### src/rtl/drbg_keystream_serializer_if.sv
// Keystream valid/ready port between the DRBG serializer (master) and the scrambler datapath (slave).
interface drbg_keystream_serializer_if #(
  parameter int unsigned OUT_WIDTH = 8
);
  logic [OUT_WIDTH-1:0] ks_data;
  logic                 ks_valid;
  logic                 ks_ready;

  modport master (output ks_data, output ks_valid, input ks_ready);
  modport slave  (input ks_data, input ks_valid, output ks_ready);
endinterface

### src/rtl/drbg_keystream_serializer.sv
// Fetches 256-bit DRBG words into a prefetch/active double buffer and serializes them MSB-first.
// Optional feature macro: KS_UNDERRUN_CNT_EN adds the saturating ks_underruns counter port.
module drbg_keystream_serializer #(
  parameter int unsigned OUT_WIDTH     = 8,
  parameter int unsigned RESEED_BLOCKS = 1024
) (
  input  logic         clk,
  input  logic         reset_n,
  input  logic [255:0] drbg_random_bits,
  input  logic         drbg_next_ready,
  input  logic         drbg_init_ready,
  input  logic         drbg_busy,
  output logic         drbg_next,
  output logic         drbg_reseed,
  input  logic         flush,
  drbg_keystream_serializer_if.master ks
`ifdef KS_UNDERRUN_CNT_EN
  ,
  output logic [15:0]  ks_underruns
`endif
);

  localparam int unsigned CHUNKS = 256 / OUT_WIDTH;
  localparam int unsigned CW     = (CHUNKS > 1) ? $clog2(CHUNKS) : 1;

  typedef enum logic [1:0] {F_IDLE, F_START, F_DONE} fetch_state_e;

  fetch_state_e  state_q, state_d;
  logic          is_reseed_q, is_reseed_d;
  logic          next_d, reseed_d;
  logic          drop_q;
  logic          capture, blk_inc, blk_clr;
  logic [16:0]   blk_cnt;
  logic [255:0]  pf, active;
  logic          pf_full, ks_valid_q;
  logic [CW-1:0] chunk_cnt;
  logic          xfer, last_chunk;

  assign ks.ks_data  = active[255 -: OUT_WIDTH];
  assign ks.ks_valid = ks_valid_q;
  assign xfer        = ks_valid_q && ks.ks_ready;
  assign last_chunk  = (CHUNKS == 1) || (chunk_cnt == CW'(CHUNKS - 1));

  always_comb begin
    state_d     = state_q;
    is_reseed_d = is_reseed_q;
    next_d      = 1'b0;
    reseed_d    = 1'b0;
    capture     = 1'b0;
    blk_inc     = 1'b0;
    blk_clr     = 1'b0;
    case (state_q)
      F_IDLE: begin
        if (!pf_full && drbg_init_ready && !drbg_busy) begin
          if (blk_cnt == 17'(RESEED_BLOCKS)) begin
            reseed_d    = 1'b1;
            is_reseed_d = 1'b1;
          end else begin
            next_d      = 1'b1;
            is_reseed_d = 1'b0;
          end
          state_d = F_START;
        end
      end
      F_START: begin
        if (drbg_busy) state_d = F_DONE;
      end
      F_DONE: begin
        if (!drbg_busy) begin
          if (is_reseed_q) begin
            blk_clr = 1'b1;
            state_d = F_IDLE;
          end else if (drbg_next_ready) begin
            // A flush landing on the completion cycle discards the word just like an earlier one.
            blk_inc = 1'b1;
            capture = !(drop_q || flush);
            state_d = F_IDLE;
          end
        end
      end
      default: state_d = F_IDLE;
    endcase
  end

  always_ff @(posedge clk or negedge reset_n) begin
    if (!reset_n) begin
      state_q     <= F_IDLE;
      is_reseed_q <= 1'b0;
      drbg_next   <= 1'b0;
      drbg_reseed <= 1'b0;
      drop_q      <= 1'b0;
      blk_cnt     <= '0;
    end else begin
      state_q     <= state_d;
      is_reseed_q <= is_reseed_d;
      drbg_next   <= next_d;
      drbg_reseed <= reseed_d;
      if (state_q == F_DONE && state_d == F_IDLE) drop_q <= 1'b0;
      else if (flush && state_q != F_IDLE)      drop_q <= 1'b1;
      if (blk_clr)      blk_cnt <= '0;
      else if (blk_inc) blk_cnt <= blk_cnt + 17'd1;
    end
  end

  // Capture only happens while pf is empty, so it never collides with the pf->active move.
  always_ff @(posedge clk or negedge reset_n) begin
    if (!reset_n) begin
      pf         <= '0;
      pf_full    <= 1'b0;
      active     <= '0;
      chunk_cnt  <= '0;
      ks_valid_q <= 1'b0;
    end else if (flush) begin
      ks_valid_q <= 1'b0;
      pf_full    <= 1'b0;
      chunk_cnt  <= '0;
    end else begin
      if (capture) begin
        pf      <= drbg_random_bits;
        pf_full <= 1'b1;
      end
      if (!ks_valid_q && pf_full) begin
        active     <= pf;
        pf_full    <= 1'b0;
        chunk_cnt  <= '0;
        ks_valid_q <= 1'b1;
      end else if (xfer) begin
        chunk_cnt <= chunk_cnt + 1'b1;
        if (last_chunk && pf_full) begin
          active  <= pf;
          pf_full <= 1'b0;
        end else begin
          active <= active << OUT_WIDTH;
          if (last_chunk) ks_valid_q <= 1'b0;
        end
      end
    end
  end

`ifdef KS_UNDERRUN_CNT_EN
  logic delivered_q;

  always_ff @(posedge clk or negedge reset_n) begin
    if (!reset_n) begin
      delivered_q  <= 1'b0;
      ks_underruns <= '0;
    end else begin
      if (xfer && !flush) delivered_q <= 1'b1;
      if (delivered_q && ks.ks_ready && !ks_valid_q && ks_underruns != '1)
        ks_underruns <= ks_underruns + 16'd1;
    end
  end
`endif

endmodule

### src/flat_wrapper.sv
// flat-port wrapper written by rule: the top's interface ports become plain ports
module drbg_keystream_serializer_flat 
#(
  parameter int unsigned OUT_WIDTH     = 8,
  parameter int unsigned RESEED_BLOCKS = 1024
)
  (clk, reset_n, drbg_random_bits, drbg_next_ready, drbg_init_ready, drbg_busy, drbg_next, drbg_reseed, flush, ks_ks_data, ks_ks_valid, ks_ks_ready);
  drbg_keystream_serializer_if #(.OUT_WIDTH(OUT_WIDTH)) ks_i ();
  input  logic clk;
  input  logic reset_n;
  input  logic [255:0] drbg_random_bits;
  input  logic drbg_next_ready;
  input  logic drbg_init_ready;
  input  logic drbg_busy;
  output logic drbg_next;
  output logic drbg_reseed;
  input  logic flush;
  output wire logic [$bits(ks_i.ks_data)-1:0] ks_ks_data;
  output wire logic [$bits(ks_i.ks_valid)-1:0] ks_ks_valid;
  input wire logic [$bits(ks_i.ks_ready)-1:0] ks_ks_ready;
  assign ks_ks_data = ks_i.ks_data;
  assign ks_ks_valid = ks_i.ks_valid;
  assign ks_i.ks_ready = ks_ks_ready;
  drbg_keystream_serializer #(.OUT_WIDTH(OUT_WIDTH), .RESEED_BLOCKS(RESEED_BLOCKS)) u_core (.clk(clk), .reset_n(reset_n), .drbg_random_bits(drbg_random_bits), .drbg_next_ready(drbg_next_ready), .drbg_init_ready(drbg_init_ready), .drbg_busy(drbg_busy), .drbg_next(drbg_next), .drbg_reseed(drbg_reseed), .flush(flush), .ks(ks_i));
endmodule
### config.mk
export PLATFORM = sky130hd
export DESIGN_NAME = drbg_keystream_serializer_flat
export DESIGN_NICKNAME = d
export VERILOG_FILES = /design/src/rtl/drbg_keystream_serializer_if.sv /design/src/rtl/drbg_keystream_serializer.sv /design/src/flat_wrapper.sv
export SDC_FILE = /design/constraint.sdc
export NUM_CORES = 1
export LEC_CHECK = 0
export BUFFER_PORTS_ARGS = -buffer_cell sky130_fd_sc_hd__buf_2
export CAP_MARGIN = 10
export CORE_AREA = 3 3 230 232
export CTS_CLUSTER_SIZE = 24
export DETAILED_ROUTE_END_ITERATION = 8
export DIE_AREA = 0 0 233 235
export SLEW_MARGIN = 30
export SYNTH_ARGS = -nofsm -noshare
export SYNTH_HDL_FRONTEND = slang
export SYNTH_SLANG_ARGS = --single-unit
### constraint.sdc
create_clock -name clk -period 2.7 [get_ports clk]
set_input_delay 0 -clock clk [delete_from_list [all_inputs] [get_ports clk]]
set_output_delay 0 -clock clk [all_outputs]
set_load 0.01 [all_outputs]
==> flow_metrics.py <==
metrics = {
    "clock_network": {
        "htreeDepth": 2,
        "cts_root_buf": "clkbuf_16",
        "clk_pin_slew_worst_paths_ns": 0.06,
        "cts_made_buffers": 57,
        "clk_latency_ns": 0.60,
        "clkSinkCount": 542,
        "cts_setup_buffers": 0,
        "cts_tree": "built",
        "cts_buffer_depth": 3,
    },
    "worst_setup_path": {
        "critical_path_peak_fanout": 135,
        "cp_data_required_time_ns": 3.17,
        "slowest_stage": "or3b_1",
        "start_kind": "register",
        "cp_slowest_stage_delay_ns": 0.55,
        "path_class": "reg2reg",
        "path_cells": "or3b_1, nor2_1, nand2_4, buf_12, mux2_2",
        "rr_endpoint": "u_core.pf[71]$_DFFE_PN0P_",
        "cp.arrival_ns": 2.88,
        "rrSetupSlack_ns": 0.29,
        "reg2regPathDepth": 5,
        "crit_path_end_kind": "register",
        "timing.rr.start": "u_core.state_q[0]$_DFF_PN0_",
    },
    "drt": {
        "drtPass1Iterations": 5,
        "vias": 17100,
        "drt-total-wl_um": 56100,
        "route.antenna.remaining_nets": 0,
        "post_drt_wl_per_cell_um": 16.9,
        "drt_iter0_drc": 1203,
        "drcViolationCount": 0,
        "via_per_inst": 5.15,
    },
    "die": {
        "die_h_um": 235,
        "core_mm2": 0.0512,
        "rows": 83,
        "die-area_mm2": 0.0548,
        "die_x_um": 233,
        "start_util_pct": 43.8,
        "io_pins": 274,
    },
    "global_route": {
        "grt_pass1_wl_um": 91700,
        "grt_max_degree": 188,
        "antenna_found_initial": 14,
        "overflow": 0,
        "grt_usage_pct": 20.5,
        "grt_pass1_vias": 17500,
    },
    "synth": {
        "ys_seq_elements": 542,
        "synth_edf_count": 0,
        "synth_most_common_cell": "dfrtp_1",
        "synth_warnings": 0,
        "synth_ff_type": "dfrtp_1",
        "avgSynthCellArea_um2": 10.7,
        "syn_nets": 2370,
        "synth_common_cells": "dfrtp_1, nand2_1, nor2_1, mux2_2, a31oi_1",
        "yosysTopAreaCellShare_pct": 60.5,
        "synth_cells": 2103,
        "synthesis.area_mm2": 0.0224,
        "ys_types": 47,
        "synth_top_cell_by_area": "dfrtp_1",
        "ys_seq_area_share_pct": 60.5,
        "synthArstFlopShare_pct": 100,
        "synth.area.top_cells": "dfrtp_1, mux2_2, nand2_1",
    },
    "final_layout": {
        "finalNetCount": 2843,
        "fill_cells": 4318,
        "drive_gt1_share_pct": 25.4,
        "synthToLayoutAreaGrowth_pct": 30.1,
    },
    "power": {
        "ir_drop_uv": 506,
        "power_frac_clock_pct": 36.2,
        "internal_power_w": 0.0170,
        "power.switching_w": 0.00582,
        "p_per_area_mw_per_mm2": 784,
        "pwr-share-seq_pct": 49.1,
        "comb_power_share_pct": 14.7,
        "switching_share_pct": 25.5,
        "leakagePower_nw": 13.8,
    },
    "sta": {
        "period_needed_ns": 2.41,
        "slew_headroom_pct": 43.1,
        "clock_skew_ns": 0.0108,
        "timing.final.crit_share_pct": 89.1,
        "final_hold_viol_count": 1,
        "fmax_mhz": 415,
        "hold_slack_ns": -0.000695,
        "rsz0062_at_grt": "no",
        "tns_ns": 0,
        "drv_slew": 0,
        "worstMarginPinSlew_ns": 0.854,
        "final-setup-viol-count": 0,
    },
    "status": {
        "outcome": "complete, but fails checks",
        "violations": "hold timing",
    },
    "place": {
        "dp_hpwl_um": 34100,
        "place.gp.congestion": 0.815,
        "numPortBuffers": 273,
    },
    "flow_run": {
        "cap_violations": 0,
    },
    "min_path": {
        "worstHoldPathType": "in2async",
    },
}
how the worst max path moves through the flow:
stage | startpoint | to
global placement | u_core.state_q[0]$_DFF_PN0_ | u_core.pf[81]$_DFFE_PN0P_
floorplan | u_core.state_q[0]$_DFF_PN0_ | u_core.blk_cnt[9]$_DFFE_PN0P_
CTS | u_core.state_q[1]$_DFF_PN0_ | u_core.pf[71]$_DFFE_PN0P_
finish | u_core.state_q[0]$_DFF_PN0_ | u_core.pf[71]$_DFFE_PN0P_
global route | u_core.state_q[1]$_DFF_PN0_ | u_core.pf[53]$_DFFE_PN0P_
detailed placement | u_core.state_q[1]$_DFF_PN0_ | u_core.pf[93]$_DFFE_PN0P_
area by class of cell:
| class | instances | area [um2] | area share, % |
|---|---|---|---|
| Multi-Input combinational cell | 1399 | 8190 | 28.1 |
| Inverter | 8 | 30.0 | 0.103 |
| Tap cell | 680 | 851 | 2.92 |
| Clock inverter | 26 | 340 | 1.17 |
| Timing Repair Buffer | 568 | 4480 | 15.4 |
| Antenna cell | 10 | 25.0 | 0.0858 |
| Clock buffer | 80 | 1680 | 5.75 |
| Sequential cell | 542 | 13600 | 46.5 |
cell families (layout without fill, tap and decap cells):
family / Yosys count / in the layout / share of synthesized area [%]
fa+ha+maj: 4 / 4 / 0.223
mux: 261 / 261 / 13.1
compound gates: 281 / 281 / 7.96
simple gates: 845 / 845 / 14.8
xor+xnor: 8 / 8 / 0.313
flops: 542 / 542 / 60.5
buf+inv: 162 / 682 / 3.05
other cells: 0 / 10 / 0
per-stage QoR:
step,std cells,util (%),area [um2],power (W),setup slack [ns]
global route,3308,56.9,29100,0.0241,0.225
floorplan,2103,-,22400,0.0132,0.586
finish,3313,56.9,29200,0.0228,0.293
global placement,2933,47.8,24500,0.0142,0.472
CTS,3303,56.9,29100,0.0231,0.408
detailed placement,2933,47.8,24500,0.0144,0.415
power by group through the flow:
| stage | registers, W | logic (W) | clock network (W) |
|---|---|---|---|
| after floorplan | 0.0109 | 0.00225 | 0 |
| after global placement | 0.0113 | 0.00296 | 0 |
| after detailed placement | 0.0113 | 0.00307 | 0 |
| after CTS | 0.0112 | 0.00339 | 0.00853 |
| after global routing | 0.0114 | 0.00382 | 0.00881 |
| final | 0.0112 | 0.00335 | 0.00828 |
cell usage in the layout, fill, tap and decap left out, types with 3 or more instances in the layout:
master / instances
a21oi_1: 11
a31oi_1: 250
and4_1: 3
buf_12: 18
buf_2: 272
buf_4: 13
bufinv_16: 8
clkbuf_1: 9
clkbuf_16: 59
clkbuf_8: 12
clkinv_2: 15
dfrtp_1: 542
diode_2: 10
dlygate4sd3_1: 264
ha_1: 4
inv_1: 8
mux2_2: 256
mux2i_1: 5
nand2_1: 522
nand3_1: 13
nand4_1: 4
nand4b_1: 3
nor2_1: 270
nor3_1: 4
nor4_1: 5
o21ai_0: 5
o31ai_1: 3
or3_1: 3
or4_1: 3
xnor2_1: 6
state kept, by name (all words and copies together), names as in the netlist:
signal,cells
u_core.chunk_cnt,5
u_core.drop_q,1
u_core.is_reseed_q,1
u_core.pf,256
u_core.active,256
u_core.drbg_next,1
u_core.ks.ks_valid,1
u_core.pf_full,1
u_core.drbg_reseed,1
u_core.state_q,2
u_core.blk_cnt,17
worst max-delay path: cells and delay by family, from the launching register on:
kind | cells | cell delay (ns)
flops | 1 | 0.44
mux | 1 | 0.43
buf+inv | 1 | 0.28
simple gates | 3 | 0.96
metal layers:
| layer | track usage (%) | up-vias | wire [um] |
|---|---|---|---|
| li1 | - | 8131 | - |
| met1 | 28.4 | 8406 | 25200 |
| met2 | 32.9 | 394 | 26500 |
| met3 | 3.42 | 113 | 2710 |
| met4 | 7.20 | 10 | 1650 |
| met5 | 0 | - | 56 |
what timing repair did:
item                                   CTS  global route
hold buffers                           264             0
endpoints found under the hold margin  411             0
resized for setup                        0             0
Power figures use the tool's default switching activity.
